--- config.mk ---
export PLATFORM = sky130hd
export DESIGN_NAME = spi_target
export DESIGN_NICKNAME = d
export VERILOG_FILES = /design/src/rtl/spi_pkg.sv /design/src/rtl/sync_edge.sv /design/src/rtl/spi_target.sv
export SDC_FILE = /design/constraint.sdc
export NUM_CORES = 1
export LEC_CHECK = 0
export CAP_MARGIN = 20
export CORE_ASPECT_RATIO = 2
export CORE_MARGIN = 2
export CORE_UTILIZATION = 60
export DETAILED_ROUTE_END_ITERATION = 7
export GPL_TIMING_DRIVEN = 0
export HOLD_SLACK_MARGIN = 0.03
export PLACE_DENSITY = 0.85
export SLEW_MARGIN = 10
export SYNTH_ARGS = -nofsm -noshare
export SYNTH_HDL_FRONTEND = slang
export SYNTH_SLANG_ARGS = --single-unit
--- constraint.sdc ---
create_clock -name clk_in -period 2.9 [get_ports clk_in]
set_input_delay 0.58 -clock clk_in [delete_from_list [all_inputs] [get_ports clk_in]]
set_output_delay 0.58 -clock clk_in [all_outputs]
set_load 0.05 [all_outputs]
--- src/rtl/spi_pkg.sv ---
// Shared constants and types for the 40-bit SPI datagram target.
// Datagram layout, MSB first: {write, addr[6:0], data[31:0]}.
package spi_pkg;

  localparam int DATAGRAM_BITS = 40;
  localparam int ADDR_BITS     = 7;
  localparam int DATA_BITS     = 32;
  localparam int WRITE_BIT     = 39;
  localparam int CNT_BITS      = 6;

  localparam logic [ADDR_BITS-1:0] ERR_CLEAR_ADDR = 7'h7F;

  typedef enum logic [1:0] {
    IDLE,
    SHIFT,
    DONE
  } state_e;

  // Status byte returned ahead of the read data in every reply.
  function automatic logic [7:0] status_byte(input logic err, input logic [3:0] id);
    return {err, 3'b000, id};
  endfunction

endpackage

--- src/rtl/sync_edge.sv ---
// Two-flop synchroniser for an asynchronous input, with single-cycle
// rise/fall pulses derived from the synchronised copy.
module sync_edge #(
  parameter logic RESET_VAL = 1'b0
) (
  input  logic clk_in,
  input  logic reset_n_in,
  input  logic d_in,
  output logic rise_out,
  output logic fall_out
);

  logic meta_q, meta_d;
  logic sync_q, sync_d;
  logic prev_q, prev_d;

  always_comb begin
    meta_d = d_in;
    sync_d = meta_q;
    prev_d = sync_q;
  end

  always_ff @(posedge clk_in or negedge reset_n_in) begin
    if (!reset_n_in) begin
      meta_q <= RESET_VAL;
      sync_q <= RESET_VAL;
      prev_q <= RESET_VAL;
    end else begin
      meta_q <= meta_d;
      sync_q <= sync_d;
      prev_q <= prev_d;
    end
  end

  assign rise_out = sync_q & ~prev_q;
  assign fall_out = ~sync_q & prev_q;

endmodule

--- src/rtl/spi_target.sv ---
// SPI mode-3 responder with a small register file and pipelined reads:
// the reply to each frame carries the register addressed by the previous good frame.
module spi_target
  import spi_pkg::*;
#(
  parameter int         SIZE      = DATAGRAM_BITS,
  parameter int         REG_COUNT = 16,
  parameter logic [3:0] STATUS_ID = 4'h5
) (
  input  logic                 clk_in,
  input  logic                 reset_n_in,
  input  logic                 sck_in,
  input  logic                 cs_n_in,
  input  logic                 serial_in,
  output logic                 serial_out,
  output logic                 r_serial_oe_out,
  output logic                 r_frame_valid_out,
  output logic                 r_write_out,
  output logic [ADDR_BITS-1:0] r_addr_out,
  output logic [DATA_BITS-1:0] r_data_out,
  output logic                 r_frame_err_out,
  input  logic [3:0]           reg_sel_in,
  output logic [DATA_BITS-1:0] reg_data_out
);

  localparam int IDX_W = (REG_COUNT > 1) ? $clog2(REG_COUNT) : 1;
  localparam logic [ADDR_BITS:0] REG_LIMIT = (ADDR_BITS + 1)'(REG_COUNT);

  function automatic logic in_range(input logic [ADDR_BITS-1:0] addr);
    return ({1'b0, addr} < REG_LIMIT);
  endfunction

  logic sck_rise, sck_fall, cs_rise, cs_fall;

  // CS resets to "selected" so a reset released mid-frame sees no falling
  // edge; the master's eventual CS rise then lands harmlessly in IDLE.
  sync_edge #(.RESET_VAL(1'b1)) u_sck_sync (
    .clk_in     (clk_in),
    .reset_n_in (reset_n_in),
    .d_in       (sck_in),
    .rise_out   (sck_rise),
    .fall_out   (sck_fall)
  );

  sync_edge #(.RESET_VAL(1'b0)) u_cs_sync (
    .clk_in     (clk_in),
    .reset_n_in (reset_n_in),
    .d_in       (cs_n_in),
    .rise_out   (cs_rise),
    .fall_out   (cs_fall)
  );

  state_e                state_q, state_d;
  logic [CNT_BITS-1:0]   cnt_q, cnt_d;
  logic [SIZE-1:0]       in_q, in_d;
  logic [SIZE-1:0]       out_q, out_d;
  logic                  oe_q, oe_d;
  logic                  valid_q, valid_d;
  logic                  write_q, write_d;
  logic                  err_q, err_d;
  logic [ADDR_BITS-1:0]  addr_q, addr_d;
  logic [ADDR_BITS-1:0]  rd_addr_q, rd_addr_d;
  logic [DATA_BITS-1:0]  data_q, data_d;
  logic                  mosi_meta_q, mosi_meta_d;
  logic                  mosi_q, mosi_d;

  logic [DATA_BITS-1:0]  regs_q [REG_COUNT];
  logic [DATA_BITS-1:0]  regs_d [REG_COUNT];

  logic                  reg_we;
  logic [IDX_W-1:0]      wr_idx;
  logic [DATA_BITS-1:0]  rd_data;
  logic [ADDR_BITS-1:0]  frame_addr;
  logic                  frame_write;
  logic [DATA_BITS-1:0]  frame_data;

  assign frame_write = in_q[WRITE_BIT];
  assign frame_addr  = in_q[WRITE_BIT-1 -: ADDR_BITS];
  assign frame_data  = in_q[DATA_BITS-1:0];
  assign wr_idx      = frame_addr[IDX_W-1:0];

  assign rd_data      = in_range(rd_addr_q) ? regs_q[rd_addr_q[IDX_W-1:0]] : '0;
  assign reg_data_out = ({1'b0, reg_sel_in} < 5'(REG_COUNT)) ? regs_q[reg_sel_in[IDX_W-1:0]] : '0;

  genvar gi;
  generate
    for (gi = 0; gi < REG_COUNT; gi++) begin : g_regs
      assign regs_d[gi] = (reg_we && (wr_idx == IDX_W'(gi))) ? frame_data : regs_q[gi];
    end
  endgenerate

  always_comb begin
    mosi_meta_d = serial_in;
    mosi_d      = mosi_meta_q;
  end

  always_comb begin
    state_d   = state_q;
    cnt_d     = cnt_q;
    in_d      = in_q;
    out_d     = out_q;
    oe_d      = oe_q;
    valid_d   = 1'b0;
    write_d   = write_q;
    addr_d    = addr_q;
    data_d    = data_q;
    err_d     = err_q;
    rd_addr_d = rd_addr_q;
    reg_we    = 1'b0;

    case (state_q)
      IDLE: begin
        if (cs_fall) begin
          out_d   = {status_byte(err_q, STATUS_ID), rd_data};
          oe_d    = 1'b1;
          cnt_d   = '0;
          state_d = SHIFT;
        end
      end

      SHIFT: begin
        if (sck_rise) begin
          in_d = {in_q[SIZE-2:0], mosi_q};
          if (cnt_q != '1) begin
            cnt_d = cnt_q + 1'b1;
          end
        end
        // The first falling edge precedes any sample, so the MSB must stay put.
        if (sck_fall && (cnt_q != '0)) begin
          out_d = {out_q[SIZE-2:0], 1'b0};
        end
        if (cs_rise) begin
          state_d = DONE;
        end
      end

      DONE: begin
        oe_d    = 1'b0;
        out_d   = '0;
        state_d = IDLE;
        if (cnt_q == CNT_BITS'(SIZE)) begin
          write_d   = frame_write;
          addr_d    = frame_addr;
          data_d    = frame_data;
          rd_addr_d = frame_addr;
          valid_d   = 1'b1;
          reg_we    = frame_write && in_range(frame_addr);
          if (frame_write && (frame_addr == ERR_CLEAR_ADDR)) begin
            err_d = 1'b0;
          end
        end else begin
          err_d = 1'b1;
        end
      end

      default: state_d = IDLE;
    endcase
  end

  always_ff @(posedge clk_in or negedge reset_n_in) begin
    if (!reset_n_in) begin
      state_q     <= IDLE;
      cnt_q       <= '0;
      in_q        <= '0;
      out_q       <= '0;
      oe_q        <= 1'b0;
      valid_q     <= 1'b0;
      write_q     <= 1'b0;
      err_q       <= 1'b0;
      addr_q      <= '0;
      rd_addr_q   <= '0;
      data_q      <= '0;
      mosi_meta_q <= 1'b0;
      mosi_q      <= 1'b0;
      for (int i = 0; i < REG_COUNT; i++) begin
        regs_q[i] <= '0;
      end
    end else begin
      state_q     <= state_d;
      cnt_q       <= cnt_d;
      in_q        <= in_d;
      out_q       <= out_d;
      oe_q        <= oe_d;
      valid_q     <= valid_d;
      write_q     <= write_d;
      err_q       <= err_d;
      addr_q      <= addr_d;
      rd_addr_q   <= rd_addr_d;
      data_q      <= data_d;
      mosi_meta_q <= mosi_meta_d;
      mosi_q      <= mosi_d;
      regs_q      <= regs_d;
    end
  end

  assign serial_out        = out_q[SIZE-1];
  assign r_serial_oe_out   = oe_q;
  assign r_frame_valid_out = valid_q;
  assign r_write_out       = write_q;
  assign r_addr_out        = addr_q;
  assign r_data_out        = data_q;
  assign r_frame_err_out   = err_q;

endmodule

==> results by group, run 1 <==
Power
  • Clock power frac: 39.2%
  • Comb pwr share: 16.0%
  • Max VDD drop: 0.460 mV
  • P_sw: 6.12 mW
  • PD cells: 550 nW/um2
  • Pleak: 17.1 nW
  • Seq pwr share: 44.8%
  • Power Internal: 14.6 mW
  • Switch share: 29.5%

Routing
  • Routed via count: 22.2k
  • Via density: 7.20
  • 1st-pass router iterations: 8
  • Routed wire length: 101,000 um
  • Antenna Nets Post-Route: 0
  • 1st-iter DRT viols: 2,372
  • DRC: 1
  • Routed length per placed instance: 32.7 um

Min path
  • Sink of the worst hold path: u_cs_sync.prev_d$_DFF_PN0_
  • Worst hold path type: register to register
  • Hold wc startpoint: u_cs_sync.meta_q$_DFF_PN0_
  • Hold path depth: 0

Final layout
  • Final Net Count: 2,315
  • Share of post-route cells with drive strength above 1: 52.8%
  • FILL cells: 3,622
  • Fin util: 68.3%
  • Non-filler cells, final: 3,086
  • Area occupied by multi-input gates: 16,100 um2
  • Register Area: 16,300 um2
  • Layout area overhead: 12.9%

Global route
  • GR Util met1: 37.9%
  • Pin count of the biggest net entering global routing: 117
  • Initial antenna violation count: 1
  • Vias in the first global route: 23.9k
  • Global router's overall resource usage: 35.9%
  • Gr ovfl total: 0
  • Gr busiest metal: met2
  • Met2 Track Usage GR: 61.0%
  • First-pass GRT wire length: 149,000 um
  • GR Util met3: 7.54%

Status
  • Failing checks: design-rule violations, negative setup slack
  • Result of the run: finished with violations

STA
  • Tcrit/Tclk final: 102%
  • Fmax: 0.338 GHz
  • Tmin final: 2960 ps
  • Final Slew Violations: 0
  • Actual slew at the worst max-slew pin: 1100 ps
  • Clk_skew: 23.9 ps
  • Max_slew headroom: 26.9%
  • Fin. Hold Viols: 0
  • Setup-failing EPs final: 16
  • Setup ws final: -56.7 ps

Run
  • # Max-Cap Violations: 0

Floorplan
  • Die Area: 57,700 um2
  • Die width: 171 um
  • Die height: 338 um
  • Starting Density: 60.5%
  • Core area: 55,300 um2
  • Top-level I/O count: 85
  • Rows: 122

Clock network
  • CTS Buf Count: 55
  • Clock sinks: 651
  • CTS tree: done
  • Worst-skew pair later-pin latency: 650 ps
  • Clock slew seen by the registers of the worst setup and hold paths: 70 ps
  • H-tree depth: 2
  • Root Buffer: clkbuf_16
  • Clock tree buffer depth: 3

Logic synthesis
  • Ranking of synthesized cells by area: dfrtp_1 49%, mux2_2 22%, mux4_2 19%
  • Mux contribution to synthesized area: 42.5%
  • Most used DFF post-synth: dfrtp_1
  • Count leader, synth: mux2_2
  • Cells after Synth: 2,148
  • Commonest cells in the netlist: 650 x mux2_2, 648 x dfrtp_1, 288 x mux4_2
  • Post-synthesis xor/xnor area fraction: 0%
  • Yosys top cell by area: dfrtp_1
  • Seq cells post-synth: 651
  • EDFF count, synth: 0
  • Largest family of logic cells by synthesized area: multiplexers
  • Mean post-synth cell area: 15.6 um2
  • Post-synthesis sequential area ratio: 48.8%
  • Mapped Area: 33,400 um2
  • Synthesized Nets: 2,164
  • Post-synth top area share: 48.5%
  • Synth Area in Compound Gates: 2.97%
  • Yosys synthesis warning count: 0
  • Post-synthesis adder-cell area fraction: 0.262%
  • Post-synthesis cell type count: 51
  • Simple-gate share of the synthesized area: 2.11%
  • Post-synthesis async set-or-reset flop share: 100%

Worst setup path
  • Reg-to-Reg Start: rd_addr_q[2]$_DFFE_PN0P_
  • CP max FO: 10
  • Critical path data arrival time: 3450 ps
  • Worst R2R Path Depth: 6
  • Startpoint types: register
  • Critical Path RT: 3400 ps
  • Critical Path, Cell by Cell: clkbuf_1 -> clkbuf_1 -> mux4_2 -> mux2_2 -> nand3_1 -> o211ai_1
  • R2r setup slk: -60 ps
  • Most used cell, CP: clkbuf_1
  • Worst setup path class: register to register
  • Max incr delay on CP: 860 ps
  • Crit-path slowest cell: clkbuf_1
  • Crit. End Element: register
  • Worst R2R End: out_q[1]$_DFFE_PN0P_

Placed design
  • DP HPWL: 67,600 um
  • Port Buf Inserts: 81
  • Routability-driven placement congestion ratio: 0.952
  • Placed Cells: 2,981
[what timing repair did]
item	4_1_cts	5_1_grt
gates cloned	0	1
endpoints found under the hold margin	59	0
setup buffers	0	3
setup endpoints to repair	215	507
gates resized for setup	284	37
pin swaps	0	5
hold buffers	2	0
[power groups by stage]
stage / Clock, mW / Combinational [mW] / Sequential (mW)
2_1_floorplan: 0 / 1.82 / 9.51
3_3_place_gp: 0 / 2.95 / 9.48
3_5_place_dp: 0 / 3.08 / 9.46
4_1_cts: 8.10 / 3.18 / 9.28
5_1_grt: 8.46 / 3.45 / 9.29
6_report: 8.13 / 3.31 / 9.29
[routing by layer]
layer	vias up	wire, um
li1	8584	-
met2	1489	51400
met5	-	0
met3	649	8200
met4	0	10600
met1	11500	30700
[worst max-delay path: cells and delay by family (launching register included)]
family | cells | cell delay (ps)
muxes | 2 | 730
and+or+nand+nor | 1 | 120
buffers and inverters | 2 | 1340
AOI/OAI and AO/OA | 1 | 110
DFF | 1 | 500
[cell usage in the layout (no fill, tap or decap), types with 3 or more instances in the layout]
master	count
nor2_2	11
nand2_1	42
a32oi_1	31
o211ai_1	34
buf_16	7
clkinv_2	15
a211oi_1	31
nand4_1	9
clkbuf_8	25
mux2_1	7
buf_2	82
ha_1	7
clkdlybuf4s50_1	47
or4_1	4
o21ai_0	9
dfrtp_1	648
nand3_1	37
clkbuf_1	67
mux2_2	650
buf_8	3
bufinv_16	8
nand3b_1	3
mux2i_1	32
buf_12	12
buf_4	19
nor3_4	4
buf_6	6
dfstp_2	3
mux4_2	288
clkbuf_16	58
clkbuf_4	16
inv_1	17
nor2_1	4
clkbuf_2	13
buf_1	43
a21oi_1	9
[through the flow]
stage	instance area (um2)	hold WS, ps	worst slack, ps	power (mW)	setup TNS, ps
after global routing	37700	359	-62.0	21.2	-778
after global placement	35200	336	-26250	12.4	-
after detailed placement	35400	337	-1440	12.5	-53920
after CTS	37600	352	-124	20.6	-6960
after floorplan	33400	284	2.66	11.3	0
final	37700	351	-56.7	20.7	-318
[worst max-delay path by stage]
stage	to	slack, ps	from
floorplan	reg_data_out[11]	3	reg_sel_in[0]
global placement	regs_q[101]$_DFFE_PN0P_	-26250	reset_n_in
detailed placement	reg_data_out[22]	-1440	reg_sel_in[1]
CTS	regs_q[285]$_DFFE_PN0P_	-120	cnt_q[0]$_DFFE_PN0P_
global route	regs_q[467]$_DFFE_PN0P_	-60	cnt_q[0]$_DFFE_PN0P_
finish	out_q[1]$_DFFE_PN0P_	-60	rd_addr_q[2]$_DFFE_PN0P_
[sequential cells by signal, indices dropped and copies added (netlist names)]
register and count:
regs_q 512, in_q 40, out_q 40, r_data_out 32
rd_addr_q 7, cnt_q 6, state_q 2, mosi_d 1
mosi_q 1, r_frame_err_out 1, r_frame_valid_out 1, r_serial_oe_out 1
r_write_out 1, u_cs_sync.meta_q 1, u_cs_sync.prev_d 1, u_cs_sync.prev_q 1
u_sck_sync.meta_q 1, u_sck_sync.prev_d 1, u_sck_sync.prev_q 1
[cell families after synthesis]
family                   after synthesis
multiplexers                         977
AND/OR/NAND/NOR                      133
flip-flops                           651
adder cells (fa/ha/maj)                7
buffers and inverters                253
AO/OA/AOI/OAI                        127
[area by class of cell]
class	count	share of cell area [%]
Antenna cell	1	0.00664
Multi-Input combinational cell	1244	42.6
Sequential cell	651	43.2
Tap cell	744	2.47
Inverter	17	0.169
Buffer	235	3.93
Timing Repair Buffer	95	2.50
Clock buffer	71	4.16
Clock inverter	28	0.975
No activity file was read; power rests on OpenSTA's default activity.
==> run 2, diff against run 1 <==
--- a/config.mk
+++ b/config.mk
@@ -6,13 +6,14 @@
 export NUM_CORES = 1
 export LEC_CHECK = 0
 export CAP_MARGIN = 20
+export CELL_PAD_IN_SITES_DETAIL_PLACEMENT = 1
+export CELL_PAD_IN_SITES_GLOBAL_PLACEMENT = 2
 export CORE_ASPECT_RATIO = 2
-export CORE_MARGIN = 2
-export CORE_UTILIZATION = 60
+export CORE_UTILIZATION = 47
 export DETAILED_ROUTE_END_ITERATION = 7
 export GPL_TIMING_DRIVEN = 0
 export HOLD_SLACK_MARGIN = 0.03
-export PLACE_DENSITY = 0.85
+export PLACE_DENSITY = 0.88
 export SLEW_MARGIN = 10
 export SYNTH_ARGS = -nofsm -noshare
 export SYNTH_HDL_FRONTEND = slang
==> run 2 against run 1 <==
  * The run ends with negative hold slack, negative setup slack left
  * Count of clock-buffer cells in the layout rose by 16
  * Power rose by 0.74%
  * Register-to-register slack improved by 110 ps
  * Non-clock buffer count rose by 30
  * Critical path type is now input pin to output port
  * Design area rose by 1.3%
  * Fmax fell by 1.1%
  * Largest power group unchanged
  * Critical endpoint is now reg_data_out[2]
  * Global-route usage fell by 3.9 points
  * Critical path depth did not move
  * Combinational power rose by 6%
  * Sequential cell count did not move
  * Sequential power barely moved
==> results by group, run 2 (synthesis results as in run 1) <==
Global route
  • Met2 Track Usage GR: 55.0% (-5.9 points)
  • GR Util met3: 5.21% (-2.3 points)
  • GR Util met1: 35.0% (-2.9 points)
  • Vias in the first global route: 24.4k (+1.9%)
  • Initial antenna violation count: 4 (+3)
  • First-pass GRT wire length: 166,000 um (+11%)
  • Gr ovfl total: 0 (unchanged)
  • Global router's overall resource usage: 32.0% (-3.9 points)
  • Pin count of the biggest net entering global routing: 119 (+1.7%)
  • Gr busiest metal: met2

Clock network
  • CTS tree: done
  • Worst-skew pair later-pin latency: 640 ps (about the same)
  • Clock tree buffer depth: 3 (unchanged)
  • Hold buffers post-CTS: 0 (-2)
  • Root Buffer: clkbuf_16
  • CTS Buf Count: 57 (+3.6%)
  • H-tree depth: 2 (unchanged)
  • Clock sinks: 651 (unchanged)
  • Clock slew seen by the registers of the worst setup and hold paths: 70 ps (about the same)

Power
  • Switch share: 29.8% (+0.28 points)
  • Total power: 20.9 mW (+0.74%)
  • Comb pwr share: 16.8% (+0.8 points)
  • Max VDD drop: 0.422 mV (-8.3%)
  • Seq pwr share: 44.5% (-0.3 points)
  • P_sw: 6.23 mW (+1.7%)
  • Power Internal: 14.7 mW (+0.34%)
  • PD cells: 547 nW/um2 (-0.51%)
  • Pleak: 17.2 nW (+0.72%)
  • Clock power frac: 38.8% (-0.4 points)

Worst setup path
  • Crit path capture: reg_data_out[2]
  • Reg-to-Reg Start: rd_addr_q[2]$_DFFE_PN0P_
  • R2r setup slk: 50 ps (+110 ps)
  • Worst setup path class: input pin to output port
  • Startpoint types: input pin
  • Crit. Startpoint: reg_sel_in[0]
  • Worst R2R End: out_q[14]$_DFFE_PN0P_
  • Critical path data arrival time: 2410 ps (-1040 ps)
  • Crit. End Element: output port
  • Critical Path RT: 2320 ps (-1080 ps)
  • CP max FO: 6 (-4)
  • Worst R2R Path Depth: 6 (unchanged)

Floorplan
  • Die width: 191 um (+12%)
  • Top-level I/O count: 85 (unchanged)
  • Starting Density: 47.7% (-13 points)
  • Die height: 379 um (+12%)
  • Core area: 70,100 um2 (+27%)
  • Die Area: 72,200 um2 (+25%)
  • Rows: 137 (+12%)

Run
  • # Max-Cap Violations: 0 (unchanged)

Final layout
  • Final Net Count: 2,347 (+1.4%)
  • Commonest non-fill, non-tap cell in the layout: mux2_2
  • Area occupied by multi-input gates: 16,100 um2 (+0.15%)
  • Fin util: 54.5% (-14 points)
  • Register Area: 16,300 um2 (unchanged)
  • Max FFs per register: 512 (unchanged)
  • Largest reg by FF count: regs_q
  • Share of post-route cells with drive strength above 1: 53.2% (+0.42 points)
  • Layout area overhead: 14.3%
  • Largest regs: regs_q: 512 flops, in_q: 40 flops, out_q: 40 flops
  • Commonest non-fill, non-tap cells in the layout: 650 x mux2_2, 648 x dfrtp_1, 288 x mux4_2
  • FILL cells: 6,549 (+81%)

STA
  • Final Slew Violations: 0 (unchanged)
  • Max_slew headroom: 26.2% (-0.69 points)
  • Hold_ws: -83.3 ps (-435 ps)
  • Actual slew at the worst max-slew pin: 1110 ps (+10.3 ps)
  • Setup ws final: -89.9 ps (-33.3 ps)
  • Fmax: 0.334 GHz (-1.1%)
  • Clk_skew: 19.1 ps (-4.76 ps)
  • Tcrit/Tclk final: 103% (+1.1 points)
  • Setup-failing EPs final: 4 (-12)
  • Tmin final: 2990 ps (+33.3 ps)
  • RSZ-0062 raised after global routing: yes
  • Fin. Hold Viols: 103 (+103)
  • Sum of negative setup slack: -108 ps (+210 ps)

Routing
  • Antenna Nets Post-Route: 0 (unchanged)
  • 1st-iter DRT viols: 1,482 (-38%)
  • Routed via count: 21.8k (-2.1%)
  • DRC: 0 (-1)
  • Routed wire length: 111,000 um (+9.9%)
  • Routed length per placed instance: 33.8 um (+3.3%)
  • Via density: 6.63 (-7.9%)
  • 1st-pass router iterations: 5 (-3)

Status
  • Failing checks: negative hold slack, negative setup slack
  • Result of the run: finished with violations

Placed design
  • DP HPWL: 76,200 um (+13%)
  • Routability-driven placement congestion ratio: 0.895 (-6.0%)
  • Port Buf Inserts: 81 (unchanged)

Min path
  • Worst hold path type: input pin to asynchronous set/reset pin
run 2: cell count changes in the layout (fill, tap and decap cells not counted), moves of 7 or more:
cell,before,now
clkbuf_8,25,18
buf_2,82,68
buf_6,6,18
buf_4,19,57
clkbuf_1,67,78
run 2: what timing repair did:
| action | 4_1_cts | 5_1_grt |
|---|---|---|
| pin swaps | 6 | 3 |
| buffers inserted | 22 | 11 |
| endpoints found under the hold margin | 0 | 102 |
| gates resized for setup | 303 | 37 |
| setup endpoints to repair | 450 | 516 |
| cloned | 1 | 1 |
run 2: final cells by class:
class | instances | share of cell area, %
Sequential cell | 651 | 42.7
Antenna cell | 2 | 0.0131
Buffer | 236 | 3.61
Inverter | 17 | 0.177
Clock inverter | 18 | 0.586
Clock buffer | 87 | 4.51
Timing Repair Buffer | 124 | 3.35
Multi-Input combinational cell | 1244 | 42.1
Tap cell | 903 | 2.96
run 2: layer usage:
| metal | up-vias | wire, um |
|---|---|---|
| li1 | 8640 | - |
| met1 | 11800 | 37500 |
| met2 | 888 | 57700 |
| met3 | 422 | 5340 |
| met4 | 6 | 10300 |
| met5 | - | 40 |
run 2: power groups by stage:
| stage | combinational [mW] | sequential (mW) | clock [mW] |
|---|---|---|---|
| floorplan | 1.82 | 9.51 | 0 |
| global placement | 3.15 | 9.48 | 0 |
| detailed placement | 3.28 | 9.46 | 0 |
| CTS | 3.37 | 9.29 | 8.20 |
| global route | 3.67 | 9.30 | 8.50 |
| finish | 3.50 | 9.29 | 8.09 |
run 2: stage by stage:
stage	hold slack, ps	instances	area, um2	setup slack [ps]
floorplan	284	2148	33400	2.66
global placement	333	3132	35400	-27030
detailed placement	345	3140	35600	-1460
CTS	40.8	3268	38000	-183
global route	-43.9	3280	38200	-88.9
finish	-83.3	3282	38200	-89.9
run 2: worst min path at each step:
| stage | cells past startpoint | from | slack [ps] | end |
|---|---|---|---|---|
| 6_report | 1 | reset_n_in | -80 | cnt_q[0]$_DFFE_PN0P_ |
| 3_3_place_gp | 0 | u_cs_sync.meta_q$_DFF_PN0_ | 330 | u_cs_sync.prev_d$_DFF_PN0_ |
| 5_1_grt | 1 | reset_n_in | -40 | cnt_q[0]$_DFFE_PN0P_ |
| 4_1_cts | 1 | reset_n_in | 40 | cnt_q[5]$_DFFE_PN0P_ |
| 3_5_place_dp | 0 | mosi_d$_DFF_PN0_ | 350 | mosi_q$_DFF_PN0_ |
| 2_1_floorplan | 0 | reset_n_in | 280 | cnt_q[0]$_DFFE_PN0P_ |
run 2: worst max-delay path: stages:
cell	delay, ps
clkbuf_16	150
buf_12	140
buf_12	150
mux4_2	620
mux4_2	570
buf_8	180
